**src/rtl/aes_pkg.sv**
```systemverilog
// Shared GF(2^8) helpers and FSM state type for the AES InvMixColumns datapath.
// Multipliers are built only from xtime chains, so everything stays 8 bits wide.
package aes_pkg;

  localparam int COL_W    = 32;
  localparam int NUM_COLS = 4;

  typedef enum logic [1:0] {
    IDLE = 2'd0,
    RUN  = 2'd1,
    DONE = 2'd2
  } fsm_e;

  // Multiply by x modulo x^8 + x^4 + x^3 + x + 1.
  function automatic logic [7:0] gf_xtime(input logic [7:0] b);
    return {b[6:0], 1'b0} ^ (b[7] ? 8'h1b : 8'h00);
  endfunction

  function automatic logic [7:0] gf_mul09(input logic [7:0] b);
    logic [7:0] x2, x4, x8;
    x2 = gf_xtime(b);
    x4 = gf_xtime(x2);
    x8 = gf_xtime(x4);
    return x8 ^ b;
  endfunction

  function automatic logic [7:0] gf_mul0b(input logic [7:0] b);
    logic [7:0] x2, x4, x8;
    x2 = gf_xtime(b);
    x4 = gf_xtime(x2);
    x8 = gf_xtime(x4);
    return x8 ^ x2 ^ b;
  endfunction

  function automatic logic [7:0] gf_mul0d(input logic [7:0] b);
    logic [7:0] x2, x4, x8;
    x2 = gf_xtime(b);
    x4 = gf_xtime(x2);
    x8 = gf_xtime(x4);
    return x8 ^ x4 ^ b;
  endfunction

  function automatic logic [7:0] gf_mul0e(input logic [7:0] b);
    logic [7:0] x2, x4, x8;
    x2 = gf_xtime(b);
    x4 = gf_xtime(x2);
    x8 = gf_xtime(x4);
    return x8 ^ x4 ^ x2;
  endfunction

endpackage

```
**src/rtl/inv_mix_col32.sv**
```systemverilog
// Combinational InvMixColumns of one 32-bit column; row 0 is the most significant byte.
module inv_mix_col32
  import aes_pkg::*;
(
  input  logic [COL_W-1:0] col_i,
  output logic [COL_W-1:0] col_o
);

  logic [7:0] a0, a1, a2, a3;

  assign {a0, a1, a2, a3} = col_i;

  assign col_o[31:24] = gf_mul0e(a0) ^ gf_mul0b(a1) ^ gf_mul0d(a2) ^ gf_mul09(a3);
  assign col_o[23:16] = gf_mul09(a0) ^ gf_mul0e(a1) ^ gf_mul0b(a2) ^ gf_mul0d(a3);
  assign col_o[15:8]  = gf_mul0d(a0) ^ gf_mul09(a1) ^ gf_mul0e(a2) ^ gf_mul0b(a3);
  assign col_o[7:0]   = gf_mul0b(a0) ^ gf_mul0d(a1) ^ gf_mul09(a2) ^ gf_mul0e(a3);

endmodule

```
**src/rtl/inv_mix_column_seq.sv**
```systemverilog
// Handshaked multi-cycle AES InvMixColumns, COLS_PER_CYCLE columns per RUN cycle.
// Optional INV_MIX_BYPASS_EN adds a bypass input that passes the state through unchanged.
module inv_mix_column_seq
  import aes_pkg::*;
#(
  parameter int COLS_PER_CYCLE = 1
) (
  input  logic         clk,
  input  logic         rst_n,
  input  logic         in_valid,
  output logic         in_ready,
  input  logic [127:0] state_in,
  output logic         out_valid,
  input  logic         out_ready,
  output logic [127:0] state_out,
  output logic         busy
`ifdef INV_MIX_BYPASS_EN
  ,
  input  logic         bypass
`endif
);

  if (COLS_PER_CYCLE != 1 && COLS_PER_CYCLE != 2 && COLS_PER_CYCLE != 4) begin : g_bad_param
    $error("inv_mix_column_seq: COLS_PER_CYCLE must be 1, 2 or 4");
  end

  localparam logic [1:0] STEP = 2'(COLS_PER_CYCLE);
  localparam logic [1:0] LAST = 2'(NUM_COLS - COLS_PER_CYCLE);

  fsm_e state_q, state_d;
  logic [1:0] col_q;
  // Index 3 holds column 0 so the packed view matches the MSB-first byte layout.
  logic [NUM_COLS-1:0][COL_W-1:0] data_q, res_q, res_d;
  logic [127:0] out_q;
  logic byp_q;
  logic accept, last_grp;

  logic [COLS_PER_CYCLE-1:0][1:0]       grp_idx;
  logic [COLS_PER_CYCLE-1:0][COL_W-1:0] col_in, col_mix;

  assign in_ready  = (state_q == IDLE);
  assign out_valid = (state_q == DONE);
  assign busy      = (state_q != IDLE);
  assign state_out = out_q;
  assign accept    = in_valid && in_ready;
  assign last_grp  = (col_q == LAST);

  for (genvar k = 0; k < COLS_PER_CYCLE; k++) begin : g_col
    assign grp_idx[k] = col_q + 2'(k);
    assign col_in[k]  = data_q[2'd3 - grp_idx[k]];
    inv_mix_col32 u_col (
      .col_i (col_in[k]),
      .col_o (col_mix[k])
    );
  end

  always_comb begin
    res_d = res_q;
    for (int k = 0; k < COLS_PER_CYCLE; k++) begin
      res_d[2'd3 - grp_idx[k]] = byp_q ? col_in[k] : col_mix[k];
    end
  end

  always_comb begin
    state_d = state_q;
    case (state_q)
      IDLE:    if (in_valid)  state_d = RUN;
      RUN:     if (last_grp)  state_d = DONE;
      DONE:    if (out_ready) state_d = IDLE;
      default:                state_d = IDLE;
    endcase
  end

  always_ff @(posedge clk or negedge rst_n) begin
    if (!rst_n) begin
      state_q <= IDLE;
      col_q   <= '0;
      data_q  <= '0;
      res_q   <= '0;
      out_q   <= '0;
    end else begin
      state_q <= state_d;
      if (accept) begin
        data_q <= state_in;
        col_q  <= '0;
      end
      if (state_q == RUN) begin
        res_q <= res_d;
        col_q <= col_q + STEP;
        // Publish the fully assembled result on the same edge the last group lands.
        if (last_grp) out_q <= res_d;
      end
    end
  end

`ifdef INV_MIX_BYPASS_EN
  always_ff @(posedge clk or negedge rst_n) begin
    if (!rst_n)      byp_q <= 1'b0;
    else if (accept) byp_q <= bypass;
  end
`else
  assign byp_q = 1'b0;
`endif

endmodule
```
**config.mk**
```make
export PLATFORM = sky130hd
export DESIGN_NAME = inv_mix_column_seq
export DESIGN_NICKNAME = d
export VERILOG_FILES = /design/src/rtl/aes_pkg.sv /design/src/rtl/inv_mix_col32.sv /design/src/rtl/inv_mix_column_seq.sv
export SDC_FILE = /design/constraint.sdc
export NUM_CORES = 1
export LEC_CHECK = 0
export CAP_MARGIN = 20
export CORE_ASPECT_RATIO = 2
export CORE_MARGIN = 2
export CORE_UTILIZATION = 35
export CTS_BUF_LIST = sky130_fd_sc_hd__clkbuf_8
export DETAILED_ROUTE_END_ITERATION = 10
export MAX_ROUTING_LAYER = met4
export PLACE_DENSITY = 0.67
export SYNTH_ARGS = -nofsm -noshare
export SYNTH_HDL_FRONTEND = slang
export SYNTH_HIERARCHICAL = 1
export SYNTH_SLANG_ARGS = --single-unit
```
**constraint.sdc**
```tcl
create_clock -name clk -period 5 [get_ports clk]
set_clock_uncertainty 0.2 [all_clocks]
set_input_delay 1.5 -clock clk [delete_from_list [all_inputs] [get_ports clk]]
set_output_delay 1.5 -clock clk [all_outputs]
set_load 0.03 [all_outputs]
```
==> impl_metrics.ini <==
[final_layout]
final_cell_mix = 390 x mux2_2, 354 x dfrtp_1, 261 x clkdlybuf4s50_1
final_cell_area_mm2 = 0.0221
fillCellCount = 4597
fin_nets = 1537
final_common_cell = mux2_2
final_layout_size_suffix_gt1_frac = 0.417
fin_cells = 2091
syn_to_final_growth_pct = 24.9

[clock_tree]
path_clk_slew_ps = 70
cts_tree = built
clk_latency_ps = 600
ctsResizeCount = 0
tritoncts.num_buffers = 52
h-tree-depth = 2
clockBufferDepth = 3
hold_buffers = 0
cts_setup_buffers = 0
cts.sinks = 356
clockRootBuffer = clkbuf_8

[logic_synthesis]
syn_inst = 1133
yosysSeqAreaShare = 0.503
syn_nets = 1269
netlist_area_mm2 = 0.0177
synthDistinctLibCells = 28
ys_ff_latch = 356
syn_avg_cell_area_um2 = 15.6
synth-warning-count = 6

[global_route]
grt_pass1_vias = 11300
grt_max_degree = 130
antenna_found_initial = 1
grt.total_usage = 0.192
grt_pass1_wl_um = 72400
grt-ovfl-total = 0

[critical_path]
crit-reg2reg-capture = state_out[70]
cp_cell_sequence = buf_12 > mux4_2 > xnor3_1 > xor3_1 > xnor3_1 > xor2_1 > mux2_2 > mux2_4
end_kind = flip-flop
cp_max_fo = 29
r2r-start = col_q[0]
cpPeakStageDelay_ps = 730
crit_slowest_cell = mux4_2
critPathTopFamily = XOR/XNOR gates
crit_top_cell = xnor3_1
ff2ff_setup_slack_ps = 590
path_class = reg -> reg
crit_path_start_kind = flip-flop
required_ps = 5330
cp_num_buf_inv = 1
reg2reg_depth = 8
cp.arrival_ps = 4740

[sta]
max_slew_margin = 0.247
tns_ps = 0
hold_viol = 0
max_clock_freq_mhz = 227
rsz0062_at_grt = no
setup_viol = 0
maxSlewViolCount = 0
final.min_clock_period_ps = 4410
period_share = 0.882
fin_ws_ps = 590
tightest_slew_ps = 1130

[die]
rows = 116
start_util = 0.354
die_h_um = 322
die_w_um = 163
die_area_mm2 = 0.0525
core_mm2 = 0.0499
pin_count = 263

[hold_path]
min_path_cells = 1
worstHoldStart = res_q[73]
hold_class = reg -> reg
holdPathEnd = res_q[73]

[detailed_routing]
via_count = 10200
route.detailed.drc = 0
vias_per_cell = 4.88
wire_per_inst_um = 23.1
drt_first_pass_iters = 4
wl_um = 48300
drt-initial-drc-count = 443
ant_nets = 0

[placed_design]
hpwl_um = 34900
dp.cells = 1996
portBuffers = 262
pre_cts_ws_ps = 532
place_area_mm2 = 0.0210
place_congestion = 0.940

[run_status]
status = finished, final reports clean

[run]
drv_cap = 0
## cell usage after synthesis (all sizes together)
library cell,count,area share
mux2,448,0.30
dfrtp,356,0.50
xnor2,126,0.063
buf,64,0.023
xor2,37,0.019
mux4,32,0.041
xnor3,27,0.034
clkbuf,16,0.0034
ha,4,0.0028
inv,4,0.00085
nand3b,4,0.0017
xor3,4,0.0054
nand2b,2,0.00071
nor3b,2,0.0011
a21o,1,0.00042
a21oi,1,0.00028
a32o,1,0.00057
nor2,1,0.00021
o21bai,1,0.00042
o31ai,1,0.00042
or2,1,0.00035
## registers in the layout, indices dropped and copies added, names as in the netlist
signal / count
state_q: 2
res_q: 96
col_q: 2
data_q: 128
state_out: 128
## cell type report
type,instances,area (um^2),share of cell area
Sequential cell,356,8910,0.403
Multi-Input combinational cell,693,8310,0.376
Timing Repair Buffer,294,2930,0.133
Clock buffer,67,922,0.0417
Tap cell,649,812,0.0367
Clock inverter,27,201,0.00911
Inverter,4,15.0,0.000679
Antenna cell,1,2.50,0.000113
## kinds of logic after synthesis
kind of cell | synth area share
XOR/XNOR | 0.122
adder cells (fa/ha/maj) | 0.00283
multiplexers | 0.338
AND/OR/NAND/NOR | 0.00410
AO/OA/AOI/OAI | 0.00212
flip-flops | 0.503
buffers and inverters | 0.0276
## worst reg2reg max path: stages, from the launching register on
cell and delay [ps]:
dfrtp_2 510, buf_12 280, mux4_2 770, xnor3_1 630, xor3_1 480, xnor3_1 460
xor2_1 590, mux2_2 280, mux2_4 130
## through the flow
stage	util	hold slack, ps
5_1_grt	0.443	316
3_5_place_dp	0.420	290
2_1_floorplan	-	275
4_1_cts	0.443	304
3_3_place_gp	0.420	283
6_report	0.443	302
## routing by layer
| layer | vias up | track usage | part of all wire |
|---|---|---|---|
| li1 | 4528 | - | - |
| met1 | 5354 | 0.199 | 0.36 |
| met2 | 257 | 0.366 | 0.57 |
| met3 | 73 | 0.0234 | 0.033 |
| met4 | 0 | 0.0669 | 0.032 |
| met5 | - | - | 0 |
## how the worst max path moves through the flow
stage             start             end  slack, ps  cells after the start
6_report       col_q[0]   state_out[70]        590                      8
5_1_grt        col_q[0]  state_out[102]        420                      8
4_1_cts        col_q[0]   state_out[70]        480                      8
3_5_place_dp   col_q[0]   state_out[70]        530                      8
3_3_place_gp   col_q[1]   state_out[52]        510                      8
2_1_floorplan  col_q[0]  state_out[118]       1210                     10
Power is left out: the tool's default activity adds up to more than one toggle a clock period on the data nets, which glitch-free logic cannot reach.
